File: src/rtl/alu_sequencer.sv
// ALU-class instruction sequencer: latches IR on handshake, steps FETCH2/LDB/RS1/EXEC, traps undefined encodings.
// Done 3 (imm) / 4 (reg) cycles after handshake, trap 1 cycle; ir_ready_o only in IDLE, so fetch stalls otherwise.
module alu_sequencer #(
  parameter int XLEN    = 64,
  parameter int RMASK_W = XLEN / 16
) (
  input  logic               clk_i,
  input  logic               reset_i,
  input  logic               ir_valid_i,
  input  logic [31:0]        ir_i,
  output logic               ir_ready_o,
  output logic               ra_ir1_o,
  output logic               ra_ir2_o,
  output logic               ra_ird_o,
  output logic               alub_imm6i_o,
  output logic               alub_imm12_o,
  output logic               alub_rf_o,
  output logic               alua_rf_o,
  output logic               rf_alu_o,
  output logic [RMASK_W-1:0] rmask_o,
  output logic               cflag_1_o,
  output logic               sum_en_o,
  output logic               and_en_o,
  output logic               xor_en_o,
  output logic               invB_en_o,
  output logic               lsh_en_o,
  output logic               rsh_en_o,
  output logic               ltu_en_o,
  output logic               lts_en_o,
  output logic               sx32_en_o,
  output logic               done_o,
  output logic               trap_o
);

  localparam logic [6:0] OPC_OP_IMM   = 7'b0010011;
  localparam logic [6:0] OPC_OP_IMM32 = 7'b0011011;
  localparam logic [6:0] OPC_OP       = 7'b0110011;
  localparam logic [6:0] OPC_OP32     = 7'b0111011;
  localparam logic       HAS_W        = (XLEN == 64);

  typedef enum logic [2:0] {
    S_IDLE, S_FETCH2, S_LDB, S_RS1, S_EXEC, S_TRAP
  } state_t;

  typedef struct packed {
    logic cflag_1;
    logic sum;
    logic and_op;
    logic xor_op;
    logic inv_b;
    logic lsh;
    logic rsh;
    logic ltu;
    logic lts;
    logic sx32;
  } alu_ctl_t;

  state_t      state, state_nxt;
  logic [31:0] ir_q;

  // Legality of the offered word; only steers next state, never an output.
  logic [6:0] in_op;
  logic [2:0] in_f3;
  logic [6:0] in_f7;
  logic       in_is_imm, in_is_reg, in_imm_ok, in_reg_ok;

  assign in_op = ir_i[6:0];
  assign in_f3 = ir_i[14:12];
  assign in_f7 = ir_i[31:25];

  assign in_is_imm = (in_op == OPC_OP_IMM) || (HAS_W && (in_op == OPC_OP_IMM32));
  assign in_is_reg = (in_op == OPC_OP)     || (HAS_W && (in_op == OPC_OP32));

  always_comb begin
    in_imm_ok = 1'b1;
    if (in_f3 == 3'b001 || in_f3 == 3'b101) begin
      // 64-bit OP-IMM shifts use a 6-bit shamt, so IR[25] is a shamt bit there.
      if (HAS_W && in_op == OPC_OP_IMM)
        in_imm_ok = (ir_i[31:26] == 6'b000000) ||
                    (in_f3 == 3'b101 && ir_i[31:26] == 6'b010000);
      else
        in_imm_ok = (in_f7 == 7'b0000000) ||
                    (in_f3 == 3'b101 && in_f7 == 7'b0100000);
    end
  end

  assign in_reg_ok = (in_f7 == 7'b0000000) ||
                     (in_f7 == 7'b0100000 && (in_f3 == 3'b000 || in_f3 == 3'b101));

  always_ff @(posedge clk_i or negedge reset_i) begin
    if (!reset_i) begin
      state <= S_IDLE;
      ir_q  <= '0;
    end else begin
      state <= state_nxt;
      if (state == S_IDLE && ir_valid_i)
        ir_q <= ir_i;
    end
  end

  always_comb begin
    state_nxt = state;
    unique case (state)
      S_IDLE: begin
        if (ir_valid_i) begin
          if (in_is_reg && in_reg_ok)      state_nxt = S_FETCH2;
          else if (in_is_imm && in_imm_ok) state_nxt = S_LDB;
          else                             state_nxt = S_TRAP;
        end
      end
      S_FETCH2: state_nxt = S_LDB;
      S_LDB:    state_nxt = S_RS1;
      S_RS1:    state_nxt = S_EXEC;
      S_EXEC:   state_nxt = S_IDLE;
      S_TRAP:   state_nxt = S_IDLE;
      default:  state_nxt = S_IDLE;
    endcase
  end

  // Latched-IR views: bit 5 separates register forms, bit 3 the *-32 forms.
  logic [2:0] q_f3;
  logic       q_reg, q_w, q_alt, q_shift;
  logic       unused_ir;

  assign q_f3      = ir_q[14:12];
  assign q_reg     = ir_q[5];
  assign q_w       = ir_q[3];
  assign q_alt     = ir_q[30];
  assign q_shift   = (q_f3 == 3'b001) || (q_f3 == 3'b101);
  assign unused_ir = ^{ir_q[31], ir_q[29:15], ir_q[11:6], ir_q[4], ir_q[2:0]};

  alu_ctl_t alu;

  always_comb begin
    alu = '0;
    unique case (q_f3)
      3'b000: begin
        alu.sum     = 1'b1;
        alu.cflag_1 = q_reg && q_alt;
        alu.inv_b   = q_reg && q_alt;
      end
      3'b001: alu.lsh = 1'b1;
      3'b010: begin alu.cflag_1 = 1'b1; alu.inv_b = 1'b1; alu.lts = 1'b1; end
      3'b011: begin alu.cflag_1 = 1'b1; alu.inv_b = 1'b1; alu.ltu = 1'b1; end
      3'b100: alu.xor_op = 1'b1;
      3'b101: begin alu.rsh = 1'b1; alu.cflag_1 = q_alt; end
      3'b110: begin alu.and_op = 1'b1; alu.xor_op = 1'b1; end
      default: alu.and_op = 1'b1;
    endcase
    alu.sx32 = q_w;
  end

  always_comb begin
    ir_ready_o   = 1'b0;
    ra_ir1_o     = 1'b0;
    ra_ir2_o     = 1'b0;
    ra_ird_o     = 1'b0;
    alub_imm6i_o = 1'b0;
    alub_imm12_o = 1'b0;
    alub_rf_o    = 1'b0;
    alua_rf_o    = 1'b0;
    rf_alu_o     = 1'b0;
    rmask_o      = '0;
    cflag_1_o    = 1'b0;
    sum_en_o     = 1'b0;
    and_en_o     = 1'b0;
    xor_en_o     = 1'b0;
    invB_en_o    = 1'b0;
    lsh_en_o     = 1'b0;
    rsh_en_o     = 1'b0;
    ltu_en_o     = 1'b0;
    lts_en_o     = 1'b0;
    sx32_en_o    = 1'b0;
    done_o       = 1'b0;
    trap_o       = 1'b0;
    unique case (state)
      S_IDLE:   ir_ready_o = reset_i;
      S_FETCH2: ra_ir2_o = 1'b1;
      S_LDB: begin
        alub_rf_o    = q_reg;
        alub_imm6i_o = !q_reg && q_shift;
        alub_imm12_o = !q_reg && !q_shift;
      end
      S_RS1:    ra_ir1_o = 1'b1;
      S_EXEC: begin
        alua_rf_o = 1'b1;
        ra_ird_o  = 1'b1;
        rf_alu_o  = 1'b1;
        done_o    = 1'b1;
        rmask_o   = '1;
        cflag_1_o = alu.cflag_1;
        sum_en_o  = alu.sum;
        and_en_o  = alu.and_op;
        xor_en_o  = alu.xor_op;
        invB_en_o = alu.inv_b;
        lsh_en_o  = alu.lsh;
        rsh_en_o  = alu.rsh;
        ltu_en_o  = alu.ltu;
        lts_en_o  = alu.lts;
        sx32_en_o = alu.sx32;
      end
      S_TRAP:   trap_o = 1'b1;
      default: ;
    endcase
  end

endmodule

File: config.mk
export PLATFORM = sky130hd
export DESIGN_NAME = alu_sequencer
export DESIGN_NICKNAME = d
export VERILOG_FILES = /design/src/rtl/alu_sequencer.sv
export SDC_FILE = /design/constraint.sdc
export NUM_CORES = 1
export LEC_CHECK = 0
export CORE_MARGIN = 8
export CORE_UTILIZATION = 33
export CTS_CLUSTER_DIAMETER = 100
export DETAILED_ROUTE_END_ITERATION = 10
export PLACE_DENSITY = 0.85
export SETUP_SLACK_MARGIN = 0.2
export SYNTH_ARGS = -nofsm -noshare
export SYNTH_HDL_FRONTEND = slang
export SYNTH_SLANG_ARGS = --single-unit
File: constraint.sdc
create_clock -name clk_i -period 3.05 [get_ports clk_i]
set_clock_uncertainty 0.15 [all_clocks]
set_input_delay 0.7625 -clock clk_i [delete_from_list [all_inputs] [get_ports clk_i]]
set_output_delay 0.7625 -clock clk_i [all_outputs]
set_load 0.02 [all_outputs]
==> impl_table.tex <==
\begin{tabular}{lr}
\hline
Metric & Value \\
\hline
\multicolumn{2}{l}{\textbf{Worst setup path}} \\
\quad Critical R2R Launch & state[1] \\
\quad Slowest cell on crit path & clkdlybuf4s50\_1 \\
\quad Slowest Stage Delay on Critical Path & 0.62 ns \\
\quad Setup slack of the worst register-to-register path & 1.38 ns \\
\quad Critical R2R Capture & ir\_q[5] \\
\quad Element type at the critical path start & flop \\
\quad Reg2Reg Depth & 3 \\
\quad Type of element capturing the critical path & output pin \\
\quad Kind of critical path & reg2out \\
\quad CP top delay family & buffers and inverters \\
\quad Required time reported for the critical path endpoint & around 2.1 ns \\
\quad Capture point of the critical path & rf\_alu\_o \\
\quad CP max FO & 11 \\
\quad Arrival time reported for the critical path endpoint & 1.80 ns \\
\quad Worst setup path startpoint & state[1] \\
\quad Path length in cells of the critical path & 4 \\
\quad Combined buffer and inverter count along the critical path & 2 \\
\quad Cells along the critical path & nor2\_2 -> and2\_1 -> buf\_4 -> clkdlybuf4s50\_1 \\
\multicolumn{2}{l}{\textbf{Yosys}} \\
\quad Share of synthesized area occupied by flip-flops and latches & 33.8\% \\
\quad Ys flop type & dfrtp\_1 \\
\quad Count of unique library cells instantiated by Yosys & 25 \\
\quad Top-area cell type share of the netlist area & 33.8\% \\
\quad Number of storage elements in the synthesis netlist & 9 \\
\quad Cell with the most instances after synthesis & nor2\_1 \\
\quad Syn Area/Cell & a little under 9 µm² \\
\quad Leading cell types by total area after synthesis & dfrtp\_1 (34\%), mux2\_2 (8.4\%), buf\_4 (7.9\%) \\
\quad Asr flop ratio synth & 100\% \\
\quad Gate count of the mapped netlist & 75 \\
\quad Mapped Nets & 110 \\
\quad Total of warnings raised by yosys & 0 \\
\quad Number of flops mapped to enable cells by yosys & 0 \\
\quad Synth top cells by count & nor2\_1 (10), dfrtp\_1 (9), buf\_4 (7), nand2\_1 (7) \\
\quad Post-synth top area cell & dfrtp\_1 \\
\quad Synthesized cell area & 667 µm² \\
\multicolumn{2}{l}{\textbf{Clock tree}} \\
\quad Total CTS buffers & 3 \\
\quad Clock tree from TritonCTS & done \\
\quad Clk Latency, worst-skew pair & 0.25 ns \\
\quad H-tree depth & 1 \\
\quad Worst-path clk slew & 0.05 ns \\
\quad Clk sinks & 9 \\
\quad Max Root-Sink Buffers & 2 \\
\quad Buffer count from post-CTS setup fixing & 0 \\
\quad Root Driver & clkbuf\_4 \\
\multicolumn{2}{l}{\textbf{STA}} \\
\quad Pin slew with the least headroom to its limit & 0.524 ns \\
\quad Final sum of negative setup slack & 0 ns \\
\quad Number of setup violations in the final report & 0 \\
\quad Final worst hold slack & 0.361 ns \\
\quad Final Max Slew Viols & 0 \\
\quad Setup repair after global routing missed its margin & no \\
\quad Total count of hold-check failures in the final report & 0 \\
\quad Minimum clock period after layout & approximately 2.7 ns \\
\quad Relative slew slack & 64.6\% \\
\quad Fmax & 369 MHz \\
\quad Final critical-path share of the clock period & slightly below 90\% \\
\multicolumn{2}{l}{\textbf{Min path}} \\
\quad Worst hold path class & reg2reg \\
\quad Hold Crit Start & ir\_q[3] \\
\multicolumn{2}{l}{\textbf{Detailed routing}} \\
\quad Routed Wire Length & between 1500 and 2000 µm \\
\quad DRC violations left & 0 \\
\quad Vias per cell & 4.97 \\
\quad Routed length per instance & 13.4 µm \\
\quad Number of vias after detailed routing & 716 \\
\quad TritonRoute pass-1 iters & 4 \\
\quad Antenna Violating Nets Remaining & 0 \\
\quad DR iter-0 viols & 9 \\
\multicolumn{2}{l}{\textbf{Power and ir drop}} \\
\quad Post-layout total power & just over 0.0008 W \\
\quad Peak supply drop & 0.323 mV \\
\quad Areal power density over the cells & approximately 740 nW/µm² \\
\quad Standby leakage power & a little over 0.5 nW \\
\multicolumn{2}{l}{\textbf{Die}} \\
\quad I/O pins & 60 \\
\quad Row cnt & 16 \\
\quad Die extent in y & 61.0 µm \\
\quad Die outline width & 61.0 µm \\
\quad Area enclosed by the die boundary & 3720 µm² \\
\quad Initial standard-cell utilization of the core & between 30\% and 40\% \\
\quad Placeable Area & a little under 2000 µm² \\
\multicolumn{2}{l}{\textbf{Place}} \\
\quad Count of input and output buffers & 44 \\
\quad Post-placement cell count & 140 \\
\quad Detailed Place HPWL & 1690 µm \\
\quad Placed inst area & 1100 µm² \\
\quad Final weighted congestion in routability-driven placement & 0.748 \\
\multicolumn{2}{l}{\textbf{Layout}} \\
\quad Area delta synth->final & 68.3\% \\
\quad Final instance count without filler cells & 144 \\
\quad Fillers & 191 \\
\quad Number of inserted diodes & 0 \\
\quad Final std cell area, no fill & 1120 µm² \\
\quad Share of final-layout standard cells stronger than drive strength 1 & 12.0\% \\
\quad Post-layout nets & 153 \\
\multicolumn{2}{l}{\textbf{Global routing}} \\
\quad Pin count of the biggest net entering global routing & 12 \\
\quad Via count of the first global-routing pass & around 730 \\
\quad First-pass GRT wire length & 3060 µm \\
\quad Antenna violations before repair & 0 \\
\quad Total GRT Usage & 10.8\% \\
\quad Overall overflow remaining after global route & 0 \\
\multicolumn{2}{l}{\textbf{Status}} \\
\quad Run status & finished, final reports clean \\
\multicolumn{2}{l}{\textbf{Flow run}} \\
\quad Number of violations of the max-capacitance limit & 0 \\
\hline
\end{tabular}
worst min path at each step:
stage	to	slack, ns	cells past startpoint
2_1_floorplan	ir_q[12]	0.32	0
3_3_place_gp	ir_q[3]	0.34	1
3_5_place_dp	ir_q[3]	0.36	1
4_1_cts	ir_q[3]	0.37	1
5_1_grt	ir_q[3]	0.41	1
6_report	ir_q[3]	0.36	1
flip-flops by register name (all words and copies together) (netlist names):
register / flops
state: 3
ir_q: 6
layer usage:
layer  part of all wire, %  GRT usage (%)
met1                    40           11.5
met2                    43           17.3
met3                    16           5.08
met4                  0.62           5.98
met5                     0              0
logic make-up after synthesis:
logic type / after synthesis / synth area share [%]
DFF: 9 / 33.8
muxes: 5 / 8.44
xor gates and xnor gates: 1 / 1.31
and+or+nand+nor: 40 / 32.8
buffers and inverters: 11 / 10.1
AOI/OAI and AO/OA: 9 / 13.5
worst register-to-register path, cell delays in order (launching register included):
cell and delay, ns:
dfrtp_1 0.44, nor3_1 0.21, and2_1 0.36, mux2_2 0.38
area by class of cell:
type / instances / area [µm²] / area share, %
clock buffer: 4 / 26.3 / 2.34
inverter: 3 / 11.3 / 1.00
multi-input combinational: 55 / 377 / 33.6
sequential: 9 / 225 / 20.1
tap: 27 / 33.8 / 3.01
timing repair buffer: 46 / 449 / 40.0
cell usage in the layout (no fill, tap or decap):
cell,instances
clkdlybuf4s50_1,33
nor2_1,9
dfrtp_1,9
dlygate4sd2_1,9
nand2_1,7
and2_1,5
mux2_2,5
nor3b_1,3
and3_1,3
nand2b_1,3
inv_1,3
nor3_1,3
clkbuf_4,3
o22ai_1,2
o21ai_0,2
a31o_1,2
dlymetal6s2s_1,2
buf_4,2
and3b_1,1
nor2_2,1
a31oi_1,1
or4_4,1
nor2b_1,1
a2111oi_4,1
nor4b_1,1
o311ai_2,1
xor2_1,1
nand4_1,1
nand3b_1,1
clkbuf_1,1
stage by stage:
step	util [%]	setup slack [ns]
after global routing	57.8	0.196
after global placement	56.6	0.164
after detailed placement	56.6	0.159
after CTS	57.4	0.202
final	57.8	0.340
after floorplan	-	0.415
repair_timing:
action | 4_1_cts | 5_1_grt
hold buffers | 0 | 0
endpoints found under the setup margin | 9 | 10
resized for setup | 9 | 3
report_power, final:
group / switching (W) / leakage (nW) / internal, W
registers: 0.0000775 / 0.109 / 0.000180
clock network: 0.0000374 / 0.0150 / 0.0000501
logic: 0.000234 / 0.388 / 0.000247
total: 0.000349 / 0.511 / 0.000477
Note: power is estimated with default switching activity, not from simulation.
